[src/rtl/mem_burst_ctrl.sv]
// Burst memory controller: turns single-cycle burst requests into BURSTLEN
// per-word memory cycles with critical-word-first wrap inside an aligned block.
module mem_burst_ctrl #(
  parameter  int BUSWIDTH  = 16,
  parameter  int MEMSIZE   = 256,
  parameter  int BURSTLEN  = 4,
  localparam int ADDRWIDTH = $clog2(MEMSIZE),
  localparam int BEATW     = $clog2(BURSTLEN)
) (
  input  logic                 clk,
  input  logic                 resetN,
  input  logic                 AddrValid,
  input  logic                 rw,
  input  logic [ADDRWIDTH-1:0] Addr,
  input  logic [BUSWIDTH-1:0]  WrData,
  output logic [BUSWIDTH-1:0]  RdData,
  output logic                 RdValid,
  output logic                 Busy,
  output logic                 mem_rdEn,
  output logic                 mem_wrEn,
  output logic [ADDRWIDTH-1:0] mem_Addr,
  output logic [BUSWIDTH-1:0]  mem_DataOut,
  input  logic [BUSWIDTH-1:0]  mem_DataIn
);

  typedef enum logic [1:0] {
    IDLE  = 2'd0,
    READ  = 2'd1,
    WRITE = 2'd2
  } state_e;

  localparam logic [ADDRWIDTH-1:0] BEAT_MASK = ADDRWIDTH'(BURSTLEN - 1);
  localparam logic [BEATW:0]       LAST_BEAT = (BEATW + 1)'(BURSTLEN - 1);

  state_e                state_q, state_d;
  logic [ADDRWIDTH-1:0]  base_q, base_d;
  logic [BEATW:0]        beat_q, beat_d;
  logic [BUSWIDTH-1:0]   rd_data_q, rd_data_d;
  logic                  rd_valid_q, rd_valid_d;
  logic [ADDRWIDTH-1:0]  beat_addr;

  // Upper bits stay fixed; only the in-block offset advances and wraps.
  assign beat_addr = (base_q & ~BEAT_MASK) |
                     ((base_q + ADDRWIDTH'(beat_q)) & BEAT_MASK);

  always_comb begin
    state_d     = state_q;
    base_d      = base_q;
    beat_d      = beat_q;
    rd_data_d   = rd_data_q;
    rd_valid_d  = 1'b0;
    mem_rdEn    = 1'b0;
    mem_wrEn    = 1'b0;
    mem_Addr    = '0;
    mem_DataOut = '0;

    unique case (state_q)
      IDLE: begin
        if (AddrValid) begin
          base_d  = Addr;
          beat_d  = '0;
          state_d = rw ? READ : WRITE;
        end
      end
      READ: begin
        mem_rdEn   = 1'b1;
        mem_Addr   = beat_addr;
        rd_data_d  = mem_DataIn;
        rd_valid_d = 1'b1;
        if (beat_q == LAST_BEAT) begin
          beat_d  = '0;
          state_d = IDLE;
        end else begin
          beat_d = beat_q + 1'b1;
        end
      end
      WRITE: begin
        mem_wrEn    = 1'b1;
        mem_Addr    = beat_addr;
        mem_DataOut = WrData;
        if (beat_q == LAST_BEAT) begin
          beat_d  = '0;
          state_d = IDLE;
        end else begin
          beat_d = beat_q + 1'b1;
        end
      end
      default: begin
        beat_d  = '0;
        state_d = IDLE;
      end
    endcase
  end

  // Control and read-return registers
  always_ff @(posedge clk or negedge resetN) begin
    if (!resetN) begin
      state_q    <= IDLE;
      beat_q     <= '0;
      rd_data_q  <= '0;
      rd_valid_q <= 1'b0;
    end else begin
      state_q    <= state_d;
      beat_q     <= beat_d;
      rd_data_q  <= rd_data_d;
      rd_valid_q <= rd_valid_d;
    end
  end

  // Burst base is only consulted outside IDLE, so it needs no reset.
  always_ff @(posedge clk) begin
    base_q <= base_d;
  end

  assign RdData  = rd_data_q;
  assign RdValid = rd_valid_q;
  assign Busy    = (state_q != IDLE);

endmodule
[config.mk]
export PLATFORM = sky130hd
export DESIGN_NAME = mem_burst_ctrl
export DESIGN_NICKNAME = d
export VERILOG_FILES = /design/src/rtl/mem_burst_ctrl.sv
export SDC_FILE = /design/constraint.sdc
export NUM_CORES = 1
export LEC_CHECK = 0
export ABC_AREA = 1
export CAP_MARGIN = 10
export CORE_MARGIN = 2
export CORE_UTILIZATION = 23
export CTS_CLUSTER_SIZE = 40
export DETAILED_ROUTE_END_ITERATION = 7
export GPL_ROUTABILITY_DRIVEN = 0
export PLACE_DENSITY_LB_ADDON = 0.05
export SYNTH_ARGS = -nofsm -noshare
export SYNTH_HDL_FRONTEND = slang
export SYNTH_SLANG_ARGS = --single-unit
[constraint.sdc]
create_clock -name clk -period 1.75 [get_ports clk]
set_input_delay 0.35 -clock clk [delete_from_list [all_inputs] [get_ports clk]]
set_output_delay 0.35 -clock clk [all_outputs]
set_load 0.05 [all_outputs]
After elaboration in Yosys (flattened, before gate mapping)
Cells that the tools add are included.
W data, S select, Z words.
{"block": "classes", "add_sub_neg": 2, "n_eq_ne": 5, "muxes": 11, "bitwise_logic": 1, "n_reduce_logical": 5}
{"operator": "$mux W16", "count": 1}
{"operator": "$mux W8", "count": 1}
{"operator": "$or A8 B2 Y8", "count": 1}
{"operator": "$mux W2", "count": 3}
{"operator": "$mux W3", "count": 2}
{"operator": "$pmux W3 S2", "count": 1}
{"operator": "$pmux W2 S2", "count": 1}
{"operator": "$reduce_and A2 Y1", "count": 2}
{"operator": "$add A3 B1 Y3 const B", "count": 1}
{"operator": "$eq A3 B2 Y1 const B", "count": 1}
{"operator": "$add A2 B2 Y2", "count": 1}
{"operator": "$eq A2 B1 Y1 const B", "count": 1}
{"operator": "$eq A2 B2 Y1 const B", "count": 1}
{"operator": "$logic_not A2 Y1", "count": 1}
{"operator": "$mux W1", "count": 2}
{"operator": "$ne A2 B1 Y1 const B", "count": 1}
{"operator": "$ne A2 B2 Y1 const B", "count": 1}
{"operator": "$reduce_bool A2 Y1", "count": 1}
{"operator": "$reduce_or A2 Y1", "count": 1}
{"block": "word_totals", "reg_bits": 30, "inputBits": 44, "output_inout_bits": 44, "wordCells": 29}

Logic depth before layout (Yosys ltp)
Gate-level depths: netlist (run 1).
{"block": "depth", "depth_word": 4, "mapped_depth": 7, "depth_no_buf": 6}

Least setup slack after synthesis (run 1)
OpenSTA, ideal clock, no wires.
{"block": "synth_timing", "path_kind": "reg2out", "startpoint": "reg state_q[1]", "endpoint": "out mem_Addr[1]", "arrival_ps": 1551, "required_time_ps": 1400, "path_slack_ps": -151, "stages_incl_launch_ff": 6, "path_buffers": 1, "path_cell_list": "dfrtp_1 inv_1 ha_1 buf_2 nand2_1 nor2_1"}
{"block": "synth_between", "elab_chain_len": 3, "word_cells_on_any_way": 4, "classes_between": "2 x eq/ne; 1 x mux; 1 x reduce/logical"}
{"item": "from (decl)", "line": "35", "rtl": "state_e state_q, state_d;"}
{"item": "from (signal assigned)", "line": "103", "rtl": "state_q <= state_d;"}
{"item": "$eq A2 B2 Y1 / $eq A2 B1 Y1 (equally long branches)", "line": "57", "rtl": "unique case (state_q)"}
{"item": "$reduce_or A2 Y1 (no line) *"}
{"item": "$mux W8 *", "line": "57"}
{"item": "to (decl)", "line": "21", "rtl": "output logic [ADDRWIDTH-1:0] mem_Addr,"}
Mark *: on every way between the ends. The rest lies on a longest branch, timed or not.

Worst setup path after layout (run 1)
{"block": "layout_timing", "startpoint": "reg state_q[0]", "endpoint": "out mem_Addr[6]"}
The elaborated chain is that of the path after synthesis.

==> metrics.cfg, run 1 <==
[run_status]
status = finished clean

[worst_setup_path]
r2r-start = state_q[0]
worstPathArrival_ps = 1390
start_kind = register
rr_worst_depth = 5
cp-end-kind = output pin
critPathRequiredTime_ps = 1400
crit_start = state_q[0]
path_max_fanout = 5
crit_type = register to output pin

[synthesis]
syn_inst = 141
synth-seq-cells = 30
syn_area_sq_mm = 0.001456
ys_warn_count = 0
synth_fp_nets = 191
synth.distinct_cells = 16
synth.most_common_cell = nand2_1
synth_top_area_share_pct = 37.80
syn_area_per_cell_sq_um = 10.33
synthTopCellsByCount = nand2_1 (41), inv_1 (34), dfrtp_1 (22), mux2_4 (10), edfxtp_1 (8)
yosys.area.top_type = dfrtp_1
async_flop_share_pct = 73.33
synth-seq-area-share_pct = 54.30
ys_top_cells_by_area = dfrtp_1 (38%), edfxtp_1 (16%), nand2_1 (11%), mux2_4 (10%), inv_1 (8.8%)
synth_top_flop_cell = dfrtp_1
synth-edff-count = 8

[routing]
routed_wl_microns = 3598
drt_iter0_markers = 6
vias = 1248
via_per_inst = 3.962
drt-wirelength-per-cell_microns = 11.42
ant_nets = 0
drc = 0
dr.pass1.iters = 4

[cts]
cts_root_buffer = clkbuf_8
numCtsBuffers = 5
cts.sinks = 30
cts_tree = yes
cts_max_path_buffers = 2
clk_pin_slew_ps = 60
clkLatencyLatePin_ps = 270
cts_htree_levels = 2

[final_layout]
nFillCells = 560
syn_to_final_growth_pct = 92.61
fin_util_pct = 46.55
antenna-diode-count = 0
nNetsFinal = 289
layout-drive-gt1-share_pct = 40.00
final_area_sq_mm = 0.002805

[power_and_ir_drop]
total_power_w = 0.005679
pwr-share-seq_pct = 20.5
internal_power_w = 0.003015
clockPowerShare_pct = 9.0
ir_worst_vdd_uv = 762.4
comb_power_share_pct = 70.5
power-per-cell-area_mw_per_mm2 = 2025
switchingPower_w = 0.002664
leakagePower_nw = 1.375
switching_share_pct = 46.91

[run]
max_cap_violations = 0

[sta]
setup_violations = 0
slew_headroom_pct = 77.64
hold_viol_final = 0
grt_setup_unrepaired = yes
drv_slew = 0
timing.hold.ws_ps = 419.4
fmax_ghz = 0.5752
worst_slew_pin_slew_ps = 335.0
min_period_ps = 1738
skew_ps = 4.974
fin_crit_sh_pct = 99.34

[global_routing]
antenna_found_initial = 0
grt_max_degree = 23
grt-ovfl-total = 0
grt_pass1_vias = 1244
grt_use_total_pct = 10.88
grt_pass1_wl_microns = 6044

[placed_design]
place_area_sq_mm = 0.002640
dp_hpwl_microns = 2827
numPortBuffers = 87

[die]
rows = 28
initial_utilization_pct = 24.17
design.core.area_sq_mm = 0.006026
die_area_sq_mm = 0.006985
die_h_microns = 83.58
dieWidth_microns = 83.58
boundaryPins = 88

[min_path]
worstHoldPathType = input port to asynchronous set/reset pin

## metrics by stage
step,std cells,TNS [ps],setup slack [ps]
6_report,315,0,11.55
2_1_floorplan,141,0,35.41
3_5_place_dp,301,0,43.15
4_1_cts,312,-0.3524,-0.3524
3_3_place_gp,301,0,93.76
5_1_grt,315,-244.8,-47.97
## flip-flops by register name, indices dropped and copies added, names as in the netlist
signal	count
beat_q	3
RdData	16
state_q	2
base_q	8
RdValid	1
## routing by layer
metal | vias up | track usage (%) | wire length [microns]
met5 | - | 0 | 0
met4 | 0 | 3.959 | 63
met1 | 565 | 11.88 | 1395
li1 | 618 | - | -
met3 | 5 | 4.055 | 292
met2 | 60 | 19.20 | 1846
## logic make-up after synthesis
family	synth area share (%)
AND/OR/NAND/NOR	12.29
buffers and inverters	11.94
adder cells (fa/ha/maj)	5.155
multiplexers	14.95
flip-flops	54.30
AO/OA/AOI/OAI	1.375
## path summary, 6_finish.rpt
path	end	slack, ps
setup / recovery	mem_Addr[6]	10
hold / removal	RdData[13]	420
setup reg to reg	RdData[3]	210
hold reg to reg	RdData[14]	510
max in group asynchronous	beat_q[0]	1110
min in group clk	RdData[14]	510
## critical path, stage by stage, from the launching register on
cell	delay (ps)
dfrtp_1	390
inv_2	110
ha_4	240
buf_6	140
nand2_1	60
inv_2	40
buf_12	140
## layout by cell type (no fill, tap or decap)
cell	instances
clkdlybuf4s50_1	43
nand2_1	37
buf_12	28
buf_4	24
dfrtp_1	22
inv_1	20
inv_2	14
mux2_4	10
edfxtp_1	8
mux2_2	6
clkbuf_8	5
nand2_2	4
ha_1	4
a21oi_1	2
nand3_1	2
o21ai_0	2
ha_4	2
nor2_2	1
nor2_1	1
nand3b_1	1
clkbuf_1	1
clkinv_1	1
clkinv_2	1
buf_6	1
## layout make-up
cell class	count	area, sq um	area share [%]
clock buffers	6	72.57	2.587
well taps	75	93.84	3.345
clock inverters	2	8.758	0.3122
inverters	34	127.6	4.549
repair buffers	96	1182	42.15
multi-input cells	72	529.3	18.87
flip-flops and latches	30	790.8	28.19
## power groups by stage
stage | combinational (W) | clock [W] | sequential [W]
CTS | 0.00398 | 0.000543 | 0.00117
global placement | 0.00378 | 0 | 0.00116
detailed placement | 0.00382 | 0 | 0.00118
finish | 0.00400 | 0.000514 | 0.00116
global route | 0.00421 | 0.000571 | 0.00120
floorplan | 0.00160 | 0 | 0.00185
## what timing repair did
action,in CTS,in global routing
hold buffers,0,0
buffers inserted,3,3
pin swaps,1,2
hold endpoints to repair,0,0
gates resized for setup,12,11
endpoints found under the setup margin,24,15
gates cloned,0,0
Power figures use the tool's default switching activity.
==> run 2: changes to the inputs <==
--- a/config.mk
+++ b/config.mk
@@ -7,6 +7,8 @@
 export LEC_CHECK = 0
 export ABC_AREA = 1
 export CAP_MARGIN = 10
+export CELL_PAD_IN_SITES_DETAIL_PLACEMENT = 1
+export CELL_PAD_IN_SITES_GLOBAL_PLACEMENT = 1
 export CORE_MARGIN = 2
 export CORE_UTILIZATION = 23
 export CTS_CLUSTER_SIZE = 40
==> metrics.cfg, run 2 (synthesized netlist as in run 1, its figures left out) <==
[worst_setup_path]
path_max_fanout = 5
start_kind = register
worstPathArrival_ps = 1370
r2r_slack_ps = 220
cp-end-kind = output pin
crit_type = register to output pin
critPathRequiredTime_ps = 1400

[power_and_ir_drop]
ir_worst_vdd_uv = 987.0
total_power_w = 0.006054
switching_share_pct = 45.60
clockPowerShare_pct = 11.8
pwr-share-seq_pct = 19.4
internal_power_w = 0.003293
switchingPower_w = 0.002761
comb_power_share_pct = 68.8
power-per-cell-area_mw_per_mm2 = 2100
leakagePower_nw = 1.397

[final_layout]
ff_latch_area_sq_um = 790.8
syn_to_final_growth_pct = 97.94
nFillCells = 654
multi_input_area_sq_um = 544.3
final_cell_mix = clkdlybuf4s50_1 (43), nand2_1 (35), buf_12 (28)
final_common_cell = clkdlybuf4s50_1
antenna-diode-count = 0
nNetsFinal = 291
largest_register_ffs = 16
fin_util_pct = 47.84
final_area_sq_mm = 0.002883
layout-drive-gt1-share_pct = 45.04

[global_routing]
grt_pass1_vias = 1344
antenna_found_initial = 0
grt_pass1_wl_microns = 6693
grt_use_total_pct = 12.08
grt-ovfl-total = 0
grt_max_degree = 23

[cts]
clk_pin_slew_ps = 70
cts_tree = yes
clkLatencyLatePin_ps = 280
hold_buffers = 0
numCtsBuffers = 5
cts.sinks = 30
cts_max_path_buffers = 2
cts_root_buffer = clkbuf_8
cts_htree_levels = 2

[die]
design.core.area_sq_mm = 0.006026
dieWidth_microns = 83.58
rows = 28
boundaryPins = 88
initial_utilization_pct = 24.17
die_h_microns = 83.58
die_area_sq_mm = 0.006985

[sta]
min_period_ps = 1722
fin_crit_sh_pct = 98.37
slew_headroom_pct = 77.72
hold_viol_final = 0
setup_violations = 0
grt_setup_unrepaired = yes
drv_slew = 0
fmax_ghz = 0.5809
worst_slew_pin_slew_ps = 333.9
skew_ps = 10.34

[routing]
dr.pass1.iters = 2
drt-wirelength-per-cell_microns = 13.11
drc = 0
via_per_inst = 4.035
vias = 1279
ant_nets = 0
drt_iter0_markers = 30
routed_wl_microns = 4157

[placed_design]
dp_hpwl_microns = 3272
place_area_sq_mm = 0.002640
numPortBuffers = 87

[run]
max_cap_violations = 0

[run_status]
status = finished clean

[min_path]
worstHoldPathType = input port to asynchronous set/reset pin

run 2: cell type report:
cell class	count	share of cell area, %
Clock buffer	7	2.995
Clock inverter	1	1.042
Inverter	34	4.601
Multi-Input combinational cell	72	18.88
Sequential cell	30	27.43
Tap cell	75	3.255
Timing Repair Buffer	98	41.80
run 2: metrics by stage:
step | hold slack (ps) | setup slack (ps) | setup TNS, ps | instances
3_3_place_gp | 484.6 | 92.56 | 0 | 301
6_report | 416.4 | 28.50 | 0 | 317
4_1_cts | 420.8 | 0.9681 | 0 | 313
2_1_floorplan | 54.41 | 35.41 | 0 | 141
5_1_grt | 455.4 | -48.68 | -323.2 | 317
3_5_place_dp | 496.7 | 18.43 | 0 | 301
run 2: path summary, 6_finish.rpt:
kind	from	to	depth (start not counted)
max reg2reg	state_q[1]	RdData[1]	5
min	resetN	beat_q[2]	2
max in group asynchronous	resetN	state_q[0]	2
min in group clk	RdData[13]	RdData[13]	1
min reg2reg	RdData[13]	RdData[13]	1
max	state_q[0]	mem_Addr[4]	6
run 2: repair_timing:
item | in CTS | in global routing
setup buffers | 4 | 4
endpoints found under the setup margin | 24 | 23
gates cloned | 0 | 0
pin swaps | 1 | 2
gates resized for setup | 16 | 24
run 2: power groups by stage:
| stage | Clock, W | Combinational [W] | Sequential, W |
|---|---|---|---|
| global placement | 0 | 0.00377 | 0.00117 |
| floorplan | 0 | 0.00160 | 0.00185 |
| CTS | 0.000747 | 0.00406 | 0.00117 |
| detailed placement | 0 | 0.00385 | 0.00117 |
| global route | 0.000782 | 0.00438 | 0.00121 |
| finish | 0.000716 | 0.00416 | 0.00117 |
run 2: critical path: stages (launching register included):
cell     delay [ps]
dfrtp_1         390
inv_2           110
ha_4            240
buf_6           130
nand2_2          50
inv_2            50
buf_12          140
run 2: routing by layer:
| layer | routed length (microns) | vias to the layer above | global-route usage, % | part of all wire (%) |
|---|---|---|---|---|
| met3 | 234 | 6 | 3.066 | 5.6 |
| met2 | 2132 | 52 | 20.73 | 51 |
| li1 | - | 623 | - | - |
| met1 | 1731 | 598 | 14.58 | 42 |
| met5 | 0 | - | 0 | 0 |
| met4 | 58 | 0 | 4.399 | 1.4 |
==> run 3: changes to the inputs <==
--- a/config.mk
+++ b/config.mk
@@ -9,7 +9,7 @@
 export CAP_MARGIN = 10
 export CELL_PAD_IN_SITES_DETAIL_PLACEMENT = 1
 export CELL_PAD_IN_SITES_GLOBAL_PLACEMENT = 1
-export CORE_MARGIN = 2
+export CORE_MARGIN = 4
 export CORE_UTILIZATION = 23
 export CTS_CLUSTER_SIZE = 40
 export DETAILED_ROUTE_END_ITERATION = 7
==> metrics.cfg, run 3 (synthesized netlist as in run 1, its figures left out) <==
[routing]
dr.pass1.iters = 3
drt-wirelength-per-cell_microns = 13.72
routed_wl_microns = 4363
drt_iter0_markers = 29
vias = 1267
via_per_inst = 3.984
ant_nets = 0
drc = 0

[placed_design]
post-place-ws_ps = 16.51
dp_hpwl_microns = 3412
numPortBuffers = 87
dp.cells = 300

[die]
die_area_sq_mm = 0.007669
design.core.area_sq_mm = 0.006026
boundaryPins = 88
rows = 28
die_h_microns = 87.58
dieWidth_microns = 87.58
initial_utilization_pct = 24.17

[worst_setup_path]
r2r_slack_ps = 240
r2r-start = state_q[0]
start_kind = register
worstPathArrival_ps = 1400
path_max_fanout = 4
crit_type = register to output pin
critPathRequiredTime_ps = 1400
cp-end-kind = output pin
reg2reg_to = RdData[15]
rr_worst_depth = 5

[global_routing]
grt_pass1_vias = 1455
grt_use_total_pct = 11.96
grt_pass1_wl_microns = 7093
antenna_found_initial = 0
grt_max_degree = 23
grt-ovfl-total = 0

[cts]
cts_htree_levels = 2
cts_root_buffer = clkbuf_8
cts_max_path_buffers = 2
hold_buffers = 0
clkLatencyLatePin_ps = 280
numCtsBuffers = 5
cts_tree = yes
cts.sinks = 30
clk_pin_slew_ps = 70

[power_and_ir_drop]
power-per-cell-area_mw_per_mm2 = 2071
total_power_w = 0.005903
leakagePower_nw = 1.385
ir_worst_vdd_uv = 913.7

[sta]
worst_slew_pin_slew_ps = 305.2
hold_viol_final = 0
grt_setup_unrepaired = yes
slew_headroom_pct = 79.63
skew_ps = 3.254
drv_slew = 0
fmax_ghz = 0.5717
min_period_ps = 1749
setup_violations = 0
fin_crit_sh_pct = 99.95
fin_ws_ps = 0.8991
fin_setup_tns_ps = 0

[final_layout]
final_cell_mix = clkdlybuf4s50_1 (43), nand2_1 (34), buf_12 (28)
final_common_cell = clkdlybuf4s50_1
layout-drive-gt1-share_pct = 44.86
antenna-diode-count = 0
syn_to_final_growth_pct = 95.70
stdcell_count = 318
nNetsFinal = 292
largest_register_ffs = 16

[run]
max_cap_violations = 0

[run_status]
status = finished clean

[min_path]
worstHoldPathType = input port to asynchronous set/reset pin

## run 3: cell types whose count changed in the layout (fill, tap and decap cells not counted), sizes merged
cell      change
clkinvlp      +1
clkbuf        -1
bufinv        -1
buf           +1
clkinv        +1
## run 3: stage by stage
stage	hold slack, ps	area (sq um)	utilization (%)
final	418.1	2850	47.30
after global routing	469.7	2850	47.30
after CTS	423.4	2816	46.74
after detailed placement	491.7	2633	43.69
after global placement	483.5	2633	43.69
after floorplan	54.41	1459	-
## run 3: routing by layer
layer | vias up | wire (microns) | global-route usage [%]
met1 | 586 | 1747 | 14.24
met4 | 0 | 64 | 3.626
met3 | 8 | 264 | 3.104
li1 | 623 | - | -
met2 | 50 | 2286 | 21.10
met5 | - | 0 | 0
## run 3: where the power goes
| group | internal, W | leakage, nW | switching, W |
|---|---|---|---|
| Sequential | 0.00101 | 0.342 | 0.000163 |
| Combinational | 0.00180 | 0.996 | 0.00235 |
| Clock | 0.000315 | 0.0472 | 0.000264 |
| Total | 0.00313 | 1.39 | 0.00278 |
## run 3: what timing repair did
action,CTS,global route
setup endpoints to repair,24,24
setup buffers,7,3
pin swaps,1,1
gates resized for setup,19,14
## run 3: worst max path at each step
stage	to	from	slack, ps	cells after the start
global placement	mem_DataOut[1]	state_q[0]	90	5
detailed placement	mem_DataOut[15]	state_q[0]	20	5
floorplan	RdData[10]	state_q[1]	40	5
global route	mem_Addr[3]	state_q[1]	-50	6
finish	mem_Addr[6]	state_q[0]	0.9	6
CTS	mem_Addr[0]	state_q[0]	-0.4	6
## run 3: area by class of cell
type / count / area (sq um)
fillers: 673 / 3176
clock buffers: 6 / 82.58
inverters: 34 / 127.6
repair buffers: 99 / 1205
flip-flops and latches: 30 / 792.0
multi-input cells: 72 / 536.8
well taps: 75 / 93.84
clock inverters: 2 / 12.51
## run 3: critical path, stage by stage, from the launching register on
cell	delay, ps
dfrtp_1	390
inv_2	120
ha_4	230
buf_4	140
nand2_2	50
inv_2	40
buf_12	140
